File: config.mk
export PLATFORM = sky130hd
export DESIGN_NAME = mul_arbiter_flat
export DESIGN_NICKNAME = d
export VERILOG_FILES = /design/src/rtl/mul_arbiter_pkg.sv /design/src/rtl/mul_arbiter_if.sv /design/src/rtl/mul_arbiter_rr_arbiter.sv /design/src/rtl/mul_arbiter.sv /design/src/flat_wrapper.sv
export SDC_FILE = /design/constraint.sdc
export NUM_CORES = 1
export LEC_CHECK = 0
export BUFFER_PORTS_ARGS = -buffer_cell sky130_fd_sc_hd__buf_2
export CAP_MARGIN = 20
export CORE_UTILIZATION = 38
export CTS_CLUSTER_DIAMETER = 120
export DETAILED_ROUTE_END_ITERATION = 10
export PLACE_DENSITY = 0.74
export SLEW_MARGIN = 10
export SYNTH_ARGS = -nofsm -noshare
export SYNTH_HDL_FRONTEND = slang
export SYNTH_HIERARCHICAL = 1
export SYNTH_SLANG_ARGS = --single-unit
File: constraint.sdc
create_clock -name clk -period 2.25 [get_ports clk]
set_input_delay 0.1125 -clock clk [delete_from_list [all_inputs] [get_ports clk]]
set_output_delay 0.1125 -clock clk [all_outputs]
set_load 0.005 [all_outputs]
File: src/rtl/mul_arbiter_pkg.sv
// Shared types and defaults for the multiplier arbiter slice.
package mul_arbiter_pkg;

  localparam int DEF_WIDTH   = 10;
  localparam int DEF_NREQ    = 4;
  localparam int DEF_TIMEOUT = 64;

  typedef enum logic [1:0] {
    IDLE  = 2'd0,
    START = 2'd1,
    WAIT  = 2'd2,
    RESP  = 2'd3
  } state_t;

  // Width of a requester index (at least one bit).
  function automatic int ptr_width(input int n);
    return (n > 2) ? $clog2(n) : 1;
  endfunction

endpackage

File: src/rtl/mul_arbiter_if.sv
// Requester and multiplier signals of mul_arbiter.
// slave: the arbiter's view; master: the surrounding environment's view.
interface mul_arbiter_if #(
  parameter int WIDTH = mul_arbiter_pkg::DEF_WIDTH,
  parameter int NREQ  = mul_arbiter_pkg::DEF_NREQ
);

  // requester side
  logic [NREQ-1:0]       req;
  logic [NREQ*WIDTH-1:0] a;
  logic [NREQ*WIDTH-1:0] b;
  logic [NREQ-1:0]       gnt;
  logic [NREQ-1:0]       rsp_valid;
  logic [2*WIDTH-1:0]    rsp_result;
  logic                  busy;
  logic                  timeout_err;

  // multiplier side
  logic                  mul_enable;
  logic [WIDTH-1:0]      mul_a;
  logic [WIDTH-1:0]      mul_b;
  logic                  mul_done;
  logic [2*WIDTH-1:0]    mul_result;

  modport slave (
    input  req, a, b, mul_done, mul_result,
    output gnt, rsp_valid, rsp_result, busy, timeout_err,
           mul_enable, mul_a, mul_b
  );

  modport master (
    output req, a, b, mul_done, mul_result,
    input  gnt, rsp_valid, rsp_result, busy, timeout_err,
           mul_enable, mul_a, mul_b
  );

endinterface

File: src/rtl/mul_arbiter_rr_arbiter.sv
// Combinational round-robin selector: first set req bit at or above ptr,
// wrapping to the lowest set bit below ptr. Produces a one-hot winner.
module rr_arbiter #(
  parameter int NREQ = 4,
  parameter int PW   = 2
) (
  input  logic [NREQ-1:0] req,
  input  logic [PW-1:0]   ptr,
  output logic [NREQ-1:0] gnt,
  output logic            found
);

  // Two-pass priority search: upper window first, then wrap from bit 0.
  always_comb begin
    // NOTE: every output gets a default before the search so no path leaves it unassigned (no latch).
    gnt   = '0;
    found = 1'b0;
    for (int i = 0; i < NREQ; i++) begin
      if (!found && req[i] && (PW'(i) >= ptr)) begin
        gnt[i] = 1'b1;
        found  = 1'b1;
      end
    end
    for (int i = 0; i < NREQ; i++) begin
      if (!found && req[i]) begin
        gnt[i] = 1'b1;
        found  = 1'b1;
      end
    end
  end

endmodule

File: src/rtl/mul_arbiter.sv
// mul_arbiter: shares one external multiplier among NREQ requesters using
// round-robin arbitration and an IDLE/START/WAIT/RESP sequencer.
// Optional watchdog in WAIT is enabled by defining MUL_ARBITER_TIMEOUT_EN.
module mul_arbiter #(
  parameter int WIDTH   = mul_arbiter_pkg::DEF_WIDTH,
  parameter int NREQ    = mul_arbiter_pkg::DEF_NREQ,
  parameter int TIMEOUT = mul_arbiter_pkg::DEF_TIMEOUT
) (
  input  logic         clk,
  input  logic         rst_n,
  mul_arbiter_if.slave bus
);

  import mul_arbiter_pkg::*;

  localparam int PW = ptr_width(NREQ);

  if (NREQ < 2 || NREQ > 8 || TIMEOUT < 1) begin : g_param_check
    $error("mul_arbiter: NREQ must be 2..8 and TIMEOUT at least 1");
  end

  state_t             state;
  logic [PW-1:0]      ptr;
  logic [PW-1:0]      owner;
  logic [NREQ-1:0]    win_oh;
  logic               found;
  logic [PW-1:0]      win_idx;
  logic [WIDTH-1:0]   sel_a;
  logic [WIDTH-1:0]   sel_b;
  logic [NREQ-1:0]    gnt_q;
  logic [NREQ-1:0]    rsp_valid_q;
  logic [2*WIDTH-1:0] rsp_result_q;
  logic               mul_enable_q;
  logic [WIDTH-1:0]   mul_a_q;
  logic [WIDTH-1:0]   mul_b_q;
  logic               busy_q;

  rr_arbiter #(
    .NREQ (NREQ),
    .PW   (PW)
  ) u_rr (
    .req   (bus.req),
    .ptr   (ptr),
    .gnt   (win_oh),
    .found (found)
  );

  // Winner index and its operand pair, muxed from the packed buses.
  always_comb begin
    win_idx = '0;
    sel_a   = '0;
    sel_b   = '0;
    for (int k = 0; k < NREQ; k++) begin
      if (win_oh[k]) begin
        win_idx = PW'(k);
        sel_a   = bus.a[k*WIDTH +: WIDTH];
        sel_b   = bus.b[k*WIDTH +: WIDTH];
      end
    end
  end

`ifdef MUL_ARBITER_TIMEOUT_EN
  localparam int CW = $clog2(TIMEOUT + 1);
  logic [CW-1:0] wait_cnt;
  logic          timeout_q;
`endif

  // Sequencer: grant, start the multiplier, wait for its result, respond.
  always_ff @(posedge clk or negedge rst_n) begin
    if (!rst_n) begin
      state        <= IDLE;
      ptr          <= '0;
      owner        <= '0;
      gnt_q        <= '0;
      rsp_valid_q  <= '0;
      // NOTE: operand/result registers are reset as well, because they drive outputs that must read 0 during reset.
      rsp_result_q <= '0;
      mul_enable_q <= 1'b0;
      mul_a_q      <= '0;
      mul_b_q      <= '0;
      busy_q       <= 1'b0;
`ifdef MUL_ARBITER_TIMEOUT_EN
      wait_cnt     <= '0;
      timeout_q    <= 1'b0;
`endif
    end else begin
      // NOTE: non-blocking assignments so every register samples pre-edge values, whatever the statement order.
      gnt_q        <= '0;
      rsp_valid_q  <= '0;
      mul_enable_q <= 1'b0;
`ifdef MUL_ARBITER_TIMEOUT_EN
      timeout_q    <= 1'b0;
`endif
      case (state)
        IDLE: begin
          if (found) begin
            mul_a_q <= sel_a;
            mul_b_q <= sel_b;
            owner   <= win_idx;
            gnt_q   <= win_oh;
            busy_q  <= 1'b1;
            state   <= START;
          end
        end
        START: begin
          mul_enable_q <= 1'b1;
`ifdef MUL_ARBITER_TIMEOUT_EN
          wait_cnt     <= '0;
`endif
          state        <= WAIT;
        end
        WAIT: begin
          if (bus.mul_done) begin
            rsp_result_q <= bus.mul_result;
            state        <= RESP;
          end
`ifdef MUL_ARBITER_TIMEOUT_EN
          else if (wait_cnt == CW'(TIMEOUT - 1)) begin
            rsp_result_q <= '0;
            timeout_q    <= 1'b1;
            state        <= RESP;
          end else begin
            wait_cnt <= wait_cnt + 1'b1;
          end
`endif
        end
        RESP: begin
          rsp_valid_q <= {{(NREQ-1){1'b0}}, 1'b1} << owner;
          ptr         <= (owner == PW'(NREQ - 1)) ? '0 : owner + 1'b1;
          busy_q      <= 1'b0;
          state       <= IDLE;
        end
        default: state <= IDLE;
      endcase
    end
  end

  assign bus.gnt        = gnt_q;
  assign bus.rsp_valid  = rsp_valid_q;
  assign bus.rsp_result = rsp_result_q;
  assign bus.busy       = busy_q;
  assign bus.mul_enable = mul_enable_q;
  assign bus.mul_a      = mul_a_q;
  assign bus.mul_b      = mul_b_q;
`ifdef MUL_ARBITER_TIMEOUT_EN
  assign bus.timeout_err = timeout_q;
`else
  assign bus.timeout_err = 1'b0;
`endif

endmodule

File: src/flat_wrapper.sv
// flat-port wrapper written by rule: the top's interface ports become plain ports
module mul_arbiter_flat import mul_arbiter_pkg::*;
#(
  parameter int WIDTH   = mul_arbiter_pkg::DEF_WIDTH,
  parameter int NREQ    = mul_arbiter_pkg::DEF_NREQ,
  parameter int TIMEOUT = mul_arbiter_pkg::DEF_TIMEOUT
)
  (clk, rst_n, bus_req, bus_a, bus_b, bus_mul_done, bus_mul_result, bus_gnt, bus_rsp_valid, bus_rsp_result, bus_busy, bus_timeout_err, bus_mul_enable, bus_mul_a, bus_mul_b);
  mul_arbiter_if #(.WIDTH(WIDTH), .NREQ(NREQ)) bus_i ();
  input  logic clk;
  input  logic rst_n;
  input wire logic [$bits(bus_i.req)-1:0] bus_req;
  input wire logic [$bits(bus_i.a)-1:0] bus_a;
  input wire logic [$bits(bus_i.b)-1:0] bus_b;
  input wire logic [$bits(bus_i.mul_done)-1:0] bus_mul_done;
  input wire logic [$bits(bus_i.mul_result)-1:0] bus_mul_result;
  output wire logic [$bits(bus_i.gnt)-1:0] bus_gnt;
  output wire logic [$bits(bus_i.rsp_valid)-1:0] bus_rsp_valid;
  output wire logic [$bits(bus_i.rsp_result)-1:0] bus_rsp_result;
  output wire logic [$bits(bus_i.busy)-1:0] bus_busy;
  output wire logic [$bits(bus_i.timeout_err)-1:0] bus_timeout_err;
  output wire logic [$bits(bus_i.mul_enable)-1:0] bus_mul_enable;
  output wire logic [$bits(bus_i.mul_a)-1:0] bus_mul_a;
  output wire logic [$bits(bus_i.mul_b)-1:0] bus_mul_b;
  assign bus_i.req = bus_req;
  assign bus_i.a = bus_a;
  assign bus_i.b = bus_b;
  assign bus_i.mul_done = bus_mul_done;
  assign bus_i.mul_result = bus_mul_result;
  assign bus_gnt = bus_i.gnt;
  assign bus_rsp_valid = bus_i.rsp_valid;
  assign bus_rsp_result = bus_i.rsp_result;
  assign bus_busy = bus_i.busy;
  assign bus_timeout_err = bus_i.timeout_err;
  assign bus_mul_enable = bus_i.mul_enable;
  assign bus_mul_a = bus_i.mul_a;
  assign bus_mul_b = bus_i.mul_b;
  mul_arbiter #(.WIDTH(WIDTH), .NREQ(NREQ), .TIMEOUT(TIMEOUT)) u_core (.clk(clk), .rst_n(rst_n), .bus(bus_i));
endmodule
==> summary.txt <==
delay of the slowest critical-path stage -> 0.47 ns
CTS tree -> done
CP Cell Sequence -> o21a_1 > o22ai_1 > and2_1 > nor2b_2 > buf_12 > a221oi_1 > o311ai_1
grt met2 use -> 0.360
I/O pin total -> 158
Max Slew Vio Count -> 0
register area share after synthesis -> 0.481
gpl congestion -> 0.738
total gr overflow -> 0
Clk pin slew, worst setup/hold paths -> 0.10 ns
Die Span Y -> 89.5 microns
Worst Path Arrival -> 2.15 ns
worst min-delay path class -> in -> reg
post-CTS setup buffer count -> 0
routed length per placed instance -> 16.3 microns
CP bufs+invs -> 1
Slowest-stage cell, CP -> dfrtp_1
final setup violation count -> 0
Crit Path Category -> reg -> reg
area share of the largest cell type after synthesis -> 0.481
Post-Synth Simple-Gate Area -> 0.128
GR Util All Layers -> 0.204
Hold Vio Cnt, Final -> 0
Final Skew -> 0.00647 ns
Max Cap Viol -> 0
H-tree depth -> 2
Initial DRC Count -> 117
Initial DRT Pass Iterations -> 4
main combinational cell family by area after synthesis -> compound AO/OA/AOI/OAI gates
Remaining DRCs -> 0
Root Driver -> clkbuf_8
number of nets with antenna violations after routing -> 0
Synth area leader -> dfrtp_1
initial antenna violation count -> 0
min cycle time layout -> 1.94 ns
setup TNS -> 0 ns
Antenna diodes -> 0
FF+latch count, synth -> 56
status -> finished clean
count of different cell masters after synthesis -> 36
grt met3 use -> 0.0572
DR vias/cell -> 5.29
PD cells -> 1190 mW/mm^2
Starting Density -> 0.397
mux contribution to synthesized area -> 0.0924
Worst Setup Start Kind -> register
synthesized area per cell -> 11.2 sq um
Post-Syn Instances -> 260
hold buffers post-CTS -> 1
CTS max path bufs -> 2
vias in the first global route -> 2587
syn_nets -> 375
Clock Latency Late Sink -> 0.31 ns
detailed-route wire length -> 8370 microns
met1 usage -> 0.244
port bufs -> 156
layout cells sized above 1 -> 0.541
Peak supply drop -> 0.608 mV
post-detail-place hpwl -> 6320 microns
main area contributors after synthesis -> dfrtp_1 48%, mux2_2 8.5%, o311ai_2 5.6%
Worst Path Required -> 2.46 ns
Adder-Cell Fraction of Synth Area -> 0.0344
Mapped Area -> 0.00291 sq mm
largest net degree at the start of global routing -> 43
commonest cells after routing, fill and taps aside -> 156 x buf_2, 56 x dfrtp_1, 25 x nand2_1, 25 x nor2_1, 22 x mux2_2
Area growth syn-to-layout -> 34.7%
period utilisation layout -> 0.864
Rows -> 31
RSZ-0062 raised after global routing -> no
Leakage -> 1.96 nW
Final nets -> 530
CTS Sinks -> 56
CP Max Fanout -> 11
first-pass GRT wire length -> 12400 microns
Fmax -> 514 MHz
die area -> 0.00802 sq mm
die width -> 89.5 microns
Worst Tran Pin Value -> 0.522 ns
Slew HR -> 0.652
cts repair resizes -> 0
commonest non-fill, non-tap cell in the layout -> buf_2
Synth Area in Compound Gates -> 0.210
total via count in the routed design -> 2725
Final Util -> 0.535
Core Region -> 0.00733 sq mm
Yosys warning total -> 6
Fillers -> 685
layer with the highest usage -> met2
TritonCTS Buffers -> 5
CP endpoint kind -> register
family with the most delay on the worst path -> compound AO/OA/AOI/OAI gates
xor/xnor cell area share of the yosys netlist -> 0
## cells in the mapped netlist, drive strengths merged
master   instances
and2             6
a21oi            6
o21a             1
ha               8
o2bb2ai          1
o221a            2
mux2i            1
conb             1
buf             15
nand3b           1
inv             10
and3             4
dfrtp           56
o311ai          19
nor2b            2
a221oi          19
nand3           19
a221o            1
nand2           25
a2bb2oi          1
o22a             1
mux2            23
nor2            25
clkbuf           5
nand2b           1
o21ai            5
a22oi            1
o22ai            1
## cell type report
type | count | area, sq um | share of cell area
clock buffers | 5 | 68.8 | 0.0175
multi-input cells | 174 | 1360 | 0.347
repair buffers | 168 | 886 | 0.226
flip-flops and latches | 56 | 1400 | 0.357
inverters | 10 | 37.5 | 0.00957
clock inverters | 3 | 42.5 | 0.0108
well taps | 99 | 124 | 0.0316
## cells by family (layout without fill, tap and decap cells)
group                    Yosys count  in the layout
AO/OA/AOI/OAI                     58             58
adder cells (fa/ha/maj)            8              8
buffers and inverters             30            186
flip-flops                        56             56
multiplexers                      24             24
other                              1              1
AND/OR/NAND/NOR                   83             83
## report_power, final
group	internal, mW	switching (mW)
combinational	1.13	1.18
sequential	1.46	0.246
clock	0.330	0.327
total	2.92	1.75
## sequential cells by signal (all words and copies together) (netlist names)
signal	flops
u_core/bus.rsp_result	20
u_core/bus.mul_a	10
u_core/bus.mul_b	10
u_core/bus.gnt	4
u_core/bus.rsp_valid	4
u_core/owner	2
u_core/ptr	2
u_core/state	2
u_core/bus.busy	1
u_core/bus.mul_enable	1
## worst register-to-register path: stages, from the launching register on
cell and delay (ns):
dfrtp_1 0.47, o21a_1 0.14, o22ai_1 0.11, and2_1 0.17
nor2b_2 0.37, buf_12 0.20, a221oi_1 0.08, o311ai_1 0.31
## final timing paths
path	startpoint	end	slack (ns)	cells past startpoint
setup reg to reg	u_core/ptr[1]	u_core/bus.mul_b[9]	0.31	7
hold / removal	bus_mul_result[4]	u_core/bus.rsp_result[4]	0.03	2
min in group asynchronous	rst_n	u_core/bus.mul_b[9]	0.25	2
hold reg to reg	u_core/bus.rsp_result[12]	u_core/bus.rsp_result[12]	0.51	1
max in group asynchronous	rst_n	u_core/bus.rsp_valid[1]	1.15	3
setup / recovery	u_core/ptr[1]	u_core/bus.mul_b[9]	0.31	7
## metrics by stage
stage          std cells  power [mW]  hold slack [ns]  area [sq um]  setup slack (ns)
4_1_cts              515        4.71           0.0180          3920             0.328
5_1_grt              515        5.06           0.0121          3920             0.193
3_3_place_gp         506        3.95           0.0459          3800             0.439
6_report             515        4.67           0.0296          3920             0.305
3_5_place_dp         506        4.05           0.0420          3800             0.348
2_1_floorplan        260        3.17           -0.183          2910             0.502
## per-layer routing
layer  routed length [microns]  vias up
met5                         0        -
met2                      4200      152
li1                          -     1262
met4                        79        0
met3                       772       12
met1                      3320     1299
No activity file was read; power rests on OpenSTA's default activity.
